### src/rtl/y_update_accum_cplx.sv
// Complex diagonal Y-update accumulator: seed with y_diag, then add/sub a counted stream of terms.
// Optional saturating arithmetic and sat_flag output are enabled by defining Y_ACCUM_SAT_EN.
module y_update_accum_cplx #(
  parameter int unsigned W     = 24,
  parameter int unsigned CNT_W = 8
) (
  input  logic               clock,
  input  logic               reset,
  input  logic               start,
  input  logic [CNT_W-1:0]   num_terms,
  input  logic [2*W-1:0]     y_diag,
  input  logic               term_valid,
  input  logic [2*W-1:0]     term_in,
  input  logic               term_sub,
  output logic               busy,
  output logic [2*W-1:0]     y_out,
  output logic               y_valid,
`ifdef Y_ACCUM_SAT_EN
  output logic               sat_flag,
`endif
  output logic               drop_err
);

  localparam int unsigned CW = 2 * W;

  typedef enum logic [1:0] {
    IDLE  = 2'd0,
    ACCUM = 2'd1,
    DONE  = 2'd2
  } state_t;

  state_t           state, state_next;
  logic [W-1:0]     acc_re, acc_im, acc_re_next, acc_im_next;
  logic [CNT_W-1:0] cnt, cnt_next, cnt_inc;
  logic [CNT_W-1:0] n_lat, n_lat_next;
  logic             r_valid, r_sub;
  logic [CW-1:0]    r_term;
  logic [W-1:0]     res_re, res_im;

`ifdef Y_ACCUM_SAT_EN
  localparam logic [W-1:0] SAT_MAX = {1'b0, {(W-1){1'b1}}};
  localparam logic [W-1:0] SAT_MIN = {1'b1, {(W-1){1'b0}}};

  logic sat_re, sat_im;
  logic sat_any, sat_any_next;

  // Returns {saturated, value}; one guard bit exposes signed overflow.
  function automatic logic [W:0] add_sub(input logic [W-1:0] a, input logic [W-1:0] b,
                                         input logic sub);
    logic [W:0] s;
    s = sub ? ({a[W-1], a} - {b[W-1], b}) : ({a[W-1], a} + {b[W-1], b});
    if (s[W] != s[W-1]) begin
      return {1'b1, (s[W] ? SAT_MIN : SAT_MAX)};
    end
    return {1'b0, s[W-1:0]};
  endfunction
`else
  // Plain two's-complement wraparound per component.
  function automatic logic [W-1:0] add_sub(input logic [W-1:0] a, input logic [W-1:0] b,
                                           input logic sub);
    return sub ? (a - b) : (a + b);
  endfunction
`endif

  // Component-wise arithmetic on the registered term.
  always_comb begin
`ifdef Y_ACCUM_SAT_EN
    {sat_re, res_re} = add_sub(acc_re, r_term[CW-1:W], r_sub);
    {sat_im, res_im} = add_sub(acc_im, r_term[W-1:0], r_sub);
`else
    res_re = add_sub(acc_re, r_term[CW-1:W], r_sub);
    res_im = add_sub(acc_im, r_term[W-1:0], r_sub);
`endif
  end

  assign cnt_inc = cnt + CNT_W'(1);

  // Next-state and datapath update.
  always_comb begin
    state_next  = state;
    acc_re_next = acc_re;
    acc_im_next = acc_im;
    cnt_next    = cnt;
    n_lat_next  = n_lat;
`ifdef Y_ACCUM_SAT_EN
    sat_any_next = sat_any;
`endif
    case (state)
      IDLE: begin
        if (start) begin
          acc_re_next = y_diag[CW-1:W];
          acc_im_next = y_diag[W-1:0];
          cnt_next    = '0;
          n_lat_next  = num_terms;
`ifdef Y_ACCUM_SAT_EN
          sat_any_next = 1'b0;
`endif
          state_next  = (num_terms == '0) ? DONE : ACCUM;
        end
      end
      ACCUM: begin
        if (r_valid) begin
          acc_re_next = res_re;
          acc_im_next = res_im;
          cnt_next    = cnt_inc;
`ifdef Y_ACCUM_SAT_EN
          sat_any_next = sat_any | sat_re | sat_im;
`endif
          if (cnt_inc == n_lat) begin
            state_next = DONE;
          end
        end
      end
      DONE: begin
        state_next = IDLE;
      end
      default: begin
        state_next = IDLE;
      end
    endcase
  end

  // State register.
  always_ff @(posedge clock) begin
    if (reset) begin
      state <= IDLE;
    end else begin
      state <= state_next;
    end
  end

  // Input stage, datapath registers and registered outputs.
  always_ff @(posedge clock) begin
    if (reset) begin
      r_valid  <= 1'b0;
      r_term   <= '0;
      r_sub    <= 1'b0;
      acc_re   <= '0;
      acc_im   <= '0;
      cnt      <= '0;
      n_lat    <= '0;
      busy     <= 1'b0;
      y_out    <= '0;
      y_valid  <= 1'b0;
      drop_err <= 1'b0;
`ifdef Y_ACCUM_SAT_EN
      sat_any  <= 1'b0;
      sat_flag <= 1'b0;
`endif
    end else begin
      r_valid <= term_valid;
      r_term  <= term_in;
      r_sub   <= term_sub;
      acc_re  <= acc_re_next;
      acc_im  <= acc_im_next;
      cnt     <= cnt_next;
      n_lat   <= n_lat_next;
      busy    <= (state_next != IDLE);
      y_valid <= (state == DONE);
      if (state == DONE) begin
        y_out <= {acc_re, acc_im};
      end
      // Terms arriving when no update is accumulating are discarded.
      if (r_valid && (state != ACCUM)) begin
        drop_err <= 1'b1;
      end
`ifdef Y_ACCUM_SAT_EN
      sat_any <= sat_any_next;
      if (state == IDLE && start) begin
        sat_flag <= 1'b0;
      end else if (state == DONE) begin
        sat_flag <= sat_any;
      end
`endif
    end
  end

endmodule

### config.mk
export PLATFORM = sky130hd
export DESIGN_NAME = y_update_accum_cplx
export DESIGN_NICKNAME = d
export VERILOG_FILES = /design/src/rtl/y_update_accum_cplx.sv
export SDC_FILE = /design/constraint.sdc
export NUM_CORES = 1
export LEC_CHECK = 0
export ABC_AREA = 1
export CAP_MARGIN = 20
export CORE_UTILIZATION = 59
export DETAILED_ROUTE_END_ITERATION = 6
export GPL_ROUTABILITY_DRIVEN = 0
export PLACE_DENSITY = 0.83
export SLEW_MARGIN = 20
export SYNTH_ARGS = -nofsm -noshare
export SYNTH_HDL_FRONTEND = slang
export SYNTH_SLANG_ARGS = --single-unit
### constraint.sdc
create_clock -name clock -period 4.6 [get_ports clock]
set_input_delay 1.38 -clock clock [delete_from_list [all_inputs] [get_ports clock]]
set_output_delay 1.38 -clock clock [all_outputs]
set_load 0.01 [all_outputs]
==> run metrics, run 1 <==
outcome=completed; Pwr Density=334 nW/um2; drt via density=5.41; Die ar.=18100 um2; maximum cell stage delay along the critical path=0.38 ns; Avg WL per Cell=14.3 um; largest family of logic cells by synthesized area=simple AND/OR/NAND/NOR gates; Cells on Worst Hold Path=2; Net Sw Power=0.00137 W; setup_tns=0 ns; clk root buf=clkbuf_16; Post-Synth Adder-Cell Area=6.56%; final period utilization=66.9%; TritonCTS clock tree=yes; Internal=0.00285 W; pre-CTS setup slack=1.18 ns; I/O pins=160; Worst Hold Launch=drop_err; max_cap viols=0; Rows=48; r2r endpoint=acc_im[23]; syn avg cell area=6.57 um2; Synth Cell Area=10300 um2; DR pass1 iterations=5; placed cell area=12000 um2; cell count after synthesis=1574; I/O Buffers=159; gr ovfl total=0; Reg power frac=38.2%; final setup violation count=0; antenna cells=0; crit path cell chain=buf_4, inv_2, nand2_2, o21a_4, o21a_1, xnor2_1, inv_1, ha_1, inv_1, nor3_1, nand2_1, nor2_1, nand2_1, inv_1, nor2_1, nand2_1, nand3_1, a21oi_2; type of the worst setup path=reg -> reg; Post-Synth Simple-Gate Area=27.7%; CTS Hold Buffers Added=0; Slew headroom=39.3%; CP max-delay cell=inv_2; CTS HTree Levels=4; Non-Filler Instances=1941; Initial Util=60.0%; RSZ-0062 raised after global routing=false; CP Max Fanout=28; total power=0.00422 W; Clock power frac=34.7%; XOR/XNOR Fraction of Synth Area=5.84%; DP Cell Count=1911; share of layout cells above drive strength 1=4.43%; Gates resized, CTS repair=0; Pleak=6.26 nW; first-pass GRT wire length=45100 um; YS warnings=0; nets@finish=1867; Post-synth EDFFs=0; final setup margin=1.52 ns; post-synthesis sequential area ratio=32.3%; Fin. Hold Viols=0; HP Class=reg -> reg; Slew @ Worst Pin=0.909 ns; mux contribution to synthesized area=0%; CTS Buffer Depth=2; Post-CTS Setup Inserts=0; number of global-route vias before repair=9487; routed wire length=27700 um; FF-to-FF path depth=18; min Tclk post-route=3.08 ns; total CTS buffers=17; Die Span X=134 um; FF-to-FF setup slack=1.52 ns; syn_nets=1736; Die Y=134 um; Final Max Slew Viols=0; DR DRC count=0; via count=10.5k; clock slew at reported path FFs=0.07 ns; Post-synth ARST share=0%; f_max=325 MHz; Area Overhead vs Synth=22.1%; worst skew pair latency=0.44 ns; Tot GR Track Use=31.3%; Core Box Area=17200 um2; VDD IR-drop max=260 uV; largest net degree at the start of global routing=61; CP Capture Type=flip-flop; Top FF cell, synth=dfxtp_1; hold endpoint=drop_err; critical path arrival=3.45 ns; design area=12600 um2; skew final=0.0131 ns; initial DRC count=971; HPWL after DPL=20600 um; Startpoint Class=flip-flop; Gate power share=27.1%; Reg-to-Reg Start=r_sub; ANT nets after route=0; Worst Path Required=4.97 ns; initial antenna violation count=0; Compound-Gate Fraction of Synth Area=16.8%; sw frac=32.4%; Sink Count=167; Yosys cell types=45; Yosys reg bits=167
==> metrics by stage <==
stage / hold WS [ns] / utilization [%]
CTS: 0.470 / 73.3
global placement: 0.451 / 69.8
floorplan: 0.438 / -
finish: 0.469 / 73.3
global route: 0.501 / 73.3
detailed placement: 0.456 / 69.8
==> layout make-up <==
class | instances | area [um2]
tap | 225 | 282
sequential | 167 | 3340
multi-input combinational | 1122 | 5890
timing repair buffer | 167 | 1660
inverter | 230 | 863
clock inverter | 10 | 146
clock buffer | 20 | 447
fill | 1423 | 4610
==> cells in the final DEF (no fill, tap or decap), types with 2 or more instances in the layout <==
master             n
nand4_1           19
or2_2              3
o31ai_1            5
inv_6              2
nand3_2            2
inv_1            222
buf_4              7
bufinv_16          3
xnor2_1           36
a31oi_1            3
and2_1             3
nand2_2            9
a21oi_1          116
inv_2              8
a21oi_2            2
nand2_1          301
nor2_4             5
dfxtp_1          167
a211oi_1           4
nand3_1           77
nand3b_1           4
clkdlybuf4s50_1  158
ha_1              51
clkbuf_16         17
nor4_1             4
o21ai_1           13
a21o_1             6
o21bai_1          15
nor2_2             6
clkbuf_1           2
nor2_1           231
nor3_1            10
o211ai_1           4
o21ai_0          142
clkinvlp_4         4
o21a_1             8
xor2_1            33
fa_1               2
==> synth_stat cells, types with 4 or more instances <==
cell	n	area share, %
buf_2	7	0.34
nor3_1	10	0.48
ha_1	51	6.2
buf_6	4	0.44
a211oi_1	4	0.29
nor2_1	232	8.4
dfxtp_1	167	32
nand2_2	9	0.54
nor4_1	4	0.24
o21ai_0	142	6.9
o31ai_1	5	0.36
a21oi_1	116	5.6
o211ai_1	4	0.29
inv_2	7	0.25
xor2_1	33	2.8
nand2_1	301	11
xnor2_1	36	3.0
inv_1	223	8.1
o21bai_1	15	1.1
nand3b_1	4	0.29
nor2_4	4	0.44
nor2_2	6	0.36
nand4_1	19	1.1
a21o_1	6	0.44
o21ai_1	13	0.63
o21a_1	8	0.58
clkbuf_1	37	1.3
nand3_1	77	3.7
==> registers in the layout (all words and copies together), names as in the netlist <==
register  count
acc_im       24
acc_re       24
busy          1
cnt           8
drop_err      1
n_lat         8
r_sub         1
r_term       48
r_valid       1
state         2
y_out        48
y_valid       1
==> worst max-delay path, delay by kind of cell, from the launching register on <==
family | cells | cell delay, ns
AND/OR/NAND/NOR | 8 | 0.92
flip-flops | 1 | 0.30
XOR/XNOR | 1 | 0.15
AO/OA/AOI/OAI | 3 | 0.44
buffers and inverters | 5 | 0.86
adder cells (fa/ha/maj) | 1 | 0.37
==> worst max path at each step <==
stage                   start         end  slack (ns)  cells after the start
floorplan           r_term[4]  acc_im[23]        2.14                     20
global placement        start   acc_im[8]        1.28                      9
detailed placement      start   acc_im[8]        1.18                      9
CTS                     r_sub  acc_im[23]        1.57                     18
global route            r_sub  acc_im[23]        1.24                     18
finish                  r_sub  acc_im[23]        1.52                     18
==> power groups by stage <==
stage                     registers [W]  logic [W]  clock network, W
after floorplan                 0.00161   0.000819                 0
after global placement          0.00164    0.00108                 0
after detailed placement        0.00164    0.00111                 0
after CTS                       0.00161    0.00112           0.00146
after global routing            0.00162    0.00127           0.00152
final                           0.00161    0.00114           0.00146
==> cells by family after synthesis <==
group | Yosys count
AOI/OAI and AO/OA | 320
and+or+nand+nor | 680
DFF | 167
xor gates and xnor gates | 69
adders and majority gates | 53
buffers and inverters | 285
==> metal layers <==
layer / GRT usage (%) / up-vias / part of all wire (%)
met5: 0 / - / 0
met1: 44.1 / 4718 / 46
met3: 5.03 / 61 / 8.6
met2: 48.2 / 455 / 43
met4: 10.7 / 0 / 2.4
li1: - / 5275 / -
Power figures use the tool's default switching activity.
==> run 2: changes to the inputs <==
Settings changed: CORE_UTILIZATION 59 to 50, PLACE_DENSITY 0.83 to 0.75.
Clock period 4.6 ns to 2.7 ns, I/O delays scaled along.
==> run 2 against run 1 <==
  * The flow now finishes with violations (negative setup slack)
  * Largest power group unchanged
  * Total power is 92% higher
  * Fmax increased by 12%
  * Worst hold slack gained 0.0048 ns
  * Global-route usage is 3.7 points lower
  * Wire length increased by 17%
  * Clock-buffer cell count fell by 1
  * First-iteration DRC count increased by 13%
  * Final cell count is 5.3% higher
  * Die area rose by 18%
==> run metrics, run 2 (synthesis results as in run 1) <==
Startpoint Class=flip-flop; total CTS buffers=17; Fin. Hold Viols=0; CTS Buffer Depth=2; CP delay by family, top=simple AND/OR/NAND/NOR gates; max_cap viols=0; Core Box Area=20200 um2; first-pass GRT wire length=47500 um; final setup violation count=6; worst skew pair latency=0.43 ns; Cells on Worst Hold Path=2; Pwr Density=567 nW/um2; skew final=0.00944 ns; FF-to-FF setup slack=-0.05 ns; clk root buf=clkbuf_16; RSZ-0062 raised after global routing=true; gr ovfl total=0; nets@finish=1922; CP Capture Type=flip-flop; number of global-route vias before repair=9687; Die Span X=146 um; Pleak=6.74 nW; CTS Hold Buffers Added=0; HPWL after DPL=21900 um; DR DRC count=0; CP Max Fanout=4; failing checks=negative setup slack; initial DRC count=1098; Bufs and invs on worst path=0; hold endpoint=n_lat[2]; I/O Buffers=159; share of layout cells above drive strength 1=18.3%; largest net degree at the start of global routing=65; Final Max Slew Viols=0; clock slew at reported path FFs=0.07 ns; DR pass1 iterations=7; placed cell area=12300 um2; CTS HTree Levels=4; most common cell after layout, fill and taps aside=nand2_1; setup_tns=-0.198 ns; routed wire length=32300 um; FF-to-FF path depth=17; FILL cells=1569; critical path arrival=3.07 ns; type of the worst setup path=reg -> reg; Slew @ Worst Pin=0.916 ns; VDD IR-drop max=357 uV; Worst Path Required=3.02 ns; biggest regs=r_term (48), y_out (48); Die Y=146 um; Area Overhead vs Synth=38.1%; Rows=52; ANT nets after route=0; outcome=complete, but fails checks; commonest non-fill, non-tap cells in the layout=269 x nand2_1, 214 x inv_1, 205 x nor2_1, 158 x clkdlybuf4s50_1, 151 x dfxtp_1; Initial Util=51.1%; maximum cell stage delay along the critical path=0.35 ns; via count=11.2k; HP Class=reg -> reg; r2r endpoint=acc_re[19]; Worst Hold Launch=n_lat[2]; Slew headroom=38.8%; min Tclk post-route=2.75 ns; final period utilization=102%; drt via density=5.47; I/O pins=160; design area=14300 um2; antenna cells=0; Tot GR Track Use=27.6%; TritonCTS clock tree=yes; crit path cell chain=nor2_4, nor3b_4, nand2_1, nor3_2, nand2_1, nand2_2, o21ai_2, xor2_2, ha_4, nand2_4, nor2_2, and2_1, nand3_1, nand3_1, nand2_1, nand3_1, a21oi_1; Sink Count=167; Reg-to-Reg Start=r_term[32]; CP max-delay cell=dfxtp_4; Die ar.=21300 um2; final setup margin=-0.0482 ns; initial antenna violation count=0; f_max=364 MHz; Avg WL per Cell=15.8 um
[run 2: per-stage QoR]
step           total power, W  hold slack (ns)  cells  util (%)  worst slack (ns)
3_3_place_gp          0.00476            0.462   1982      61.0            -0.105
4_1_cts               0.00752            0.481   2023      65.2          -0.00471
6_report              0.00810            0.474   2043      70.6           -0.0482
5_1_grt               0.00846            0.498   2043      70.6            -0.230
2_1_floorplan         0.00414            0.438   1574         -             0.235
3_5_place_dp          0.00480            0.466   1982      61.0            -0.165
[run 2: power by group]
group          switching, W  total, W  internal (W)  leakage (nW)
Clock               0.00109   0.00270       0.00161         0.312
Sequential         0.000173   0.00278       0.00261          1.38
Combinational       0.00149   0.00262       0.00113          5.05
Total               0.00275   0.00810       0.00535          6.74
[run 2: metal layers]
metal / share of wire, % / global-route usage (%) / vias up / routed length, um
li1: - / - / 5404 / -
met1: 45 / 40.4 / 5111 / 14500
met2: 44 / 41.2 / 569 / 14100
met3: 8.7 / 4.80 / 88 / 2810
met4: 2.8 / 8.00 / 0 / 920
met5: 0 / 0 / - / 0
[run 2: worst max path at each step]
| stage | start | to | slack [ns] | cells after the start |
|---|---|---|---|---|
| 2_1_floorplan | r_term[4] | acc_im[23] | 0.24 | 20 |
| 3_3_place_gp | r_term[0] | acc_im[23] | -0.11 | 19 |
| 3_5_place_dp | r_term[0] | acc_im[15] | -0.16 | 19 |
| 4_1_cts | r_term[0] | acc_im[21] | -0.005 | 19 |
| 5_1_grt | r_term[32] | acc_re[19] | -0.23 | 17 |
| 6_report | r_term[32] | acc_re[19] | -0.05 | 17 |
[run 2: area by class of cell]
cell class | instances | area, um2 | share of cell area (%)
multi-input combinational | 1122 | 6920 | 48.4
sequential | 167 | 3370 | 23.6
timing repair buffer | 222 | 2150 | 15.0
inverter | 230 | 873 | 6.11
clock buffer | 19 | 453 | 3.17
tap | 270 | 338 | 2.36
clock inverter | 13 | 191 | 1.34
[run 2: worst min-delay path, stage by stage (launching register included)]
cell and delay, ns:
dfxtp_1 0.31, inv_1 0.06, a21oi_1 0.06
[run 2: what timing repair did]
item	4_1_cts	5_1_grt
endpoints found under the setup margin	14	36
setup buffers	9	19
resized for setup	40	212
pin swaps	23	83
==> run 3: changes to the inputs <==
--- a/config.mk
+++ b/config.mk
@@ -12,2 +12,3 @@
 export GPL_ROUTABILITY_DRIVEN = 0
+export HOLD_SLACK_MARGIN = 0.02
 export PLACE_DENSITY = 0.75
==> constraint.sdc (replaced) <==
create_clock -name clock -period 2.7 [get_ports clock]
set_input_delay 0.675 -clock clock [delete_from_list [all_inputs] [get_ports clock]]
set_output_delay 0.675 -clock clock [all_outputs]
set_load 0.01 [all_outputs]
==> run 3 against run 2 <==
  * The run ends with design-rule violations, negative setup slack left
  * Non-clock buffer count is 9 lower
  * Core utilization is 1.5 points lower
  * Wire length is 1.7% lower
  * Worst hold slack better by 0.0018 ns
  * Design area decreased by 2.2%
  * Total power fell by 4.9%
  * Critical path depth up 1
  * Via count fell by 1.8%
  * Largest cell class unchanged
  * Highest routed layer unchanged
==> run metrics, run 3 (synthesis results as in run 1) <==
HP Class=reg -> reg; drt via density=5.39; I/O pins=160; CP Capture Type=flip-flop; commonest non-fill, non-tap cells in the layout=263 x nand2_1, 207 x nor2_1, 206 x inv_1, 158 x clkdlybuf4s50_1, 155 x dfxtp_1; min Tclk post-route=2.80 ns; number of global-route vias before repair=9504; initial DRC count=1040; Sink Count=167; Die Y=146 um; Most Crowded Layer GR=met2; Die ar.=21300 um2; via count=11.0k; Startpoint Class=flip-flop; hold slack final=0.476 ns; RSZ-0062 raised after global routing=true; Slew headroom=40.3%; gr ovfl total=0; Die Span X=146 um; maximum cell stage delay along the critical path=0.39 ns; CTS Buffer Depth=2; worst skew pair latency=0.44 ns; Non-Filler Instances=2034; FF-to-FF setup slack=-0.10 ns; failing checks=design-rule violations, negative setup slack; ANT nets after route=0; DP Cell Count=1981; first-pass GRT wire length=47100 um; biggest regs=r_term (48), y_out (48); met2 Resource Use GR=40.4%; most used cell along the critical path=nand2_2; hold endpoint=n_lat[5]; skew final=0.00959 ns; Final Max Slew Viols=0; met3 GRT Util=6.18%; max_cap viols=0; VDD IR-drop max=387 uV; outcome=complete, but fails checks; routed wire length=31800 um; Initial Util=51.1%; Tot GR Track Use=27.4%; TritonCTS clock tree=yes; Pleak=6.62 nW; CP Max Fanout=4; total CTS buffers=17; largest net degree at the start of global routing=61; r2r endpoint=acc_re[17]; CTS Hold Buffers Added=0; Area Overhead vs Synth=35.1%; f_max=357 MHz; crit path cell chain=nor2_4, nor3b_4, nand2_2, nor3_4, nand2_1, nand2_2, o21ai_2, xor2_1, ha_1, nand2_2, nor2_2, inv_2, buf_4, nor3_2, nand2_1, nand3_1, nand3_1, a21oi_1; final setup violation count=7; CTS HTree Levels=4; initial antenna violation count=0; final period utilization=104%; clock slew at reported path FFs=0.07 ns; DR pass1 iterations=7; nets@finish=1913; Slew @ Worst Pin=0.895 ns; met1 Usage GRT=40.1%; CP max-delay cell=ha_1; critical path arrival=3.18 ns; I/O Buffers=159; HPWL after DPL=21900 um; Avg WL per Cell=15.6 um; antenna cells=0; share of layout cells above drive strength 1=17.5%; final setup margin=-0.105 ns; Reg-to-Reg Start=r_term[32]; Rows=52; Core Box Area=20200 um2; Pwr Density=551 nW/um2; Fin. Hold Viols=0; Util after Layout=69.1%; clk root buf=clkbuf_16; Cells on Worst Hold Path=2; most common cell after layout, fill and taps aside=nand2_1; DR DRC count=1; type of the worst setup path=reg -> reg; Worst Path Required=3.07 ns; Worst Hold Launch=n_lat[5]; FF-to-FF path depth=18
==> run 3: cell types whose count changed in the layout (fill, tap and decap cells not counted), moves of 4 or more <==
cell,previous run,this run
nand2_2,33,42
inv_1,214,206
ha_1,19,26
inv_2,13,20
buf_4,55,49
nand2_1,269,263
ha_4,27,22
o21ai_2,11,6
a21oi_4,5,1
dfxtp_1,151,155
dfxtp_2,15,11
nor3_2,6,2
o21ai_1,18,22
==> run 3: layout make-up <==
| cell class | count | area [um2] |
|---|---|---|
| multi-input cells | 1122 | 6790 |
| fillers | 1672 | 6260 |
| flip-flops and latches | 167 | 3360 |
| repair buffers | 213 | 2040 |
| inverters | 230 | 873 |
| clock buffers | 20 | 457 |
| well taps | 270 | 338 |
| clock inverters | 12 | 119 |
==> run 3: worst max path at each step <==
stage | from | to | cells after the start | slack [ns]
finish | r_term[32] | acc_re[17] | 18 | -0.10
CTS | r_term[31] | acc_re[21] | 18 | -0.01
global placement | r_term[31] | acc_re[21] | 18 | -0.08
detailed placement | r_term[31] | acc_re[21] | 18 | -0.14
global route | r_term[27] | acc_re[22] | 18 | -0.28
floorplan | r_term[4] | acc_im[23] | 20 | 0.24
==> run 3: repair_timing <==
action | CTS | global route
setup endpoints to repair | 11 | 34
buffers inserted | 8 | 13
gates resized for setup | 30 | 211
pin swaps | 18 | 60
endpoints found under the hold margin | 0 | 0
==> run 3: routing by layer <==
| metal | routed length [um] | vias up |
|---|---|---|
| li1 | - | 5381 |
| met1 | 14300 | 4975 |
| met2 | 13900 | 558 |
| met3 | 2970 | 57 |
| met4 | 689 | 0 |
| met5 | 0 | - |
==> run 3: power breakdown <==
part / leakage, nW / switching (W) / internal (W) / total [W]
combinational: 4.97 / 0.00144 / 0.00106 / 0.00251
clock: 0.279 / 0.00108 / 0.00133 / 0.00242
sequential: 1.38 / 0.000171 / 0.00261 / 0.00278
total: 6.62 / 0.00269 / 0.00501 / 0.00770
==> run 3: per-stage QoR <==
stage	worst slack [ns]	total power (W)	setup TNS (ns)	instance area, um2
finish	-0.105	0.00770	-0.341	14000
global route	-0.284	0.00805	-3.44	14000
CTS	-0.0142	0.00722	-0.0142	13100
detailed placement	-0.135	0.00478	-0.523	12300
global placement	-0.0752	0.00476	-0.0965	12300
floorplan	0.235	0.00414	0	10300
==> run 3: critical path: cells and delay by family, from the launching register on <==
| family | cells | cell delay [ns] |
|---|---|---|
| flip-flops | 1 | 0.33 |
| AO/OA/AOI/OAI | 2 | 0.18 |
| buffers and inverters | 2 | 0.20 |
| adder cells (fa/ha/maj) | 1 | 0.39 |
| XOR/XNOR | 1 | 0.18 |
| AND/OR/NAND/NOR | 12 | 1.46 |
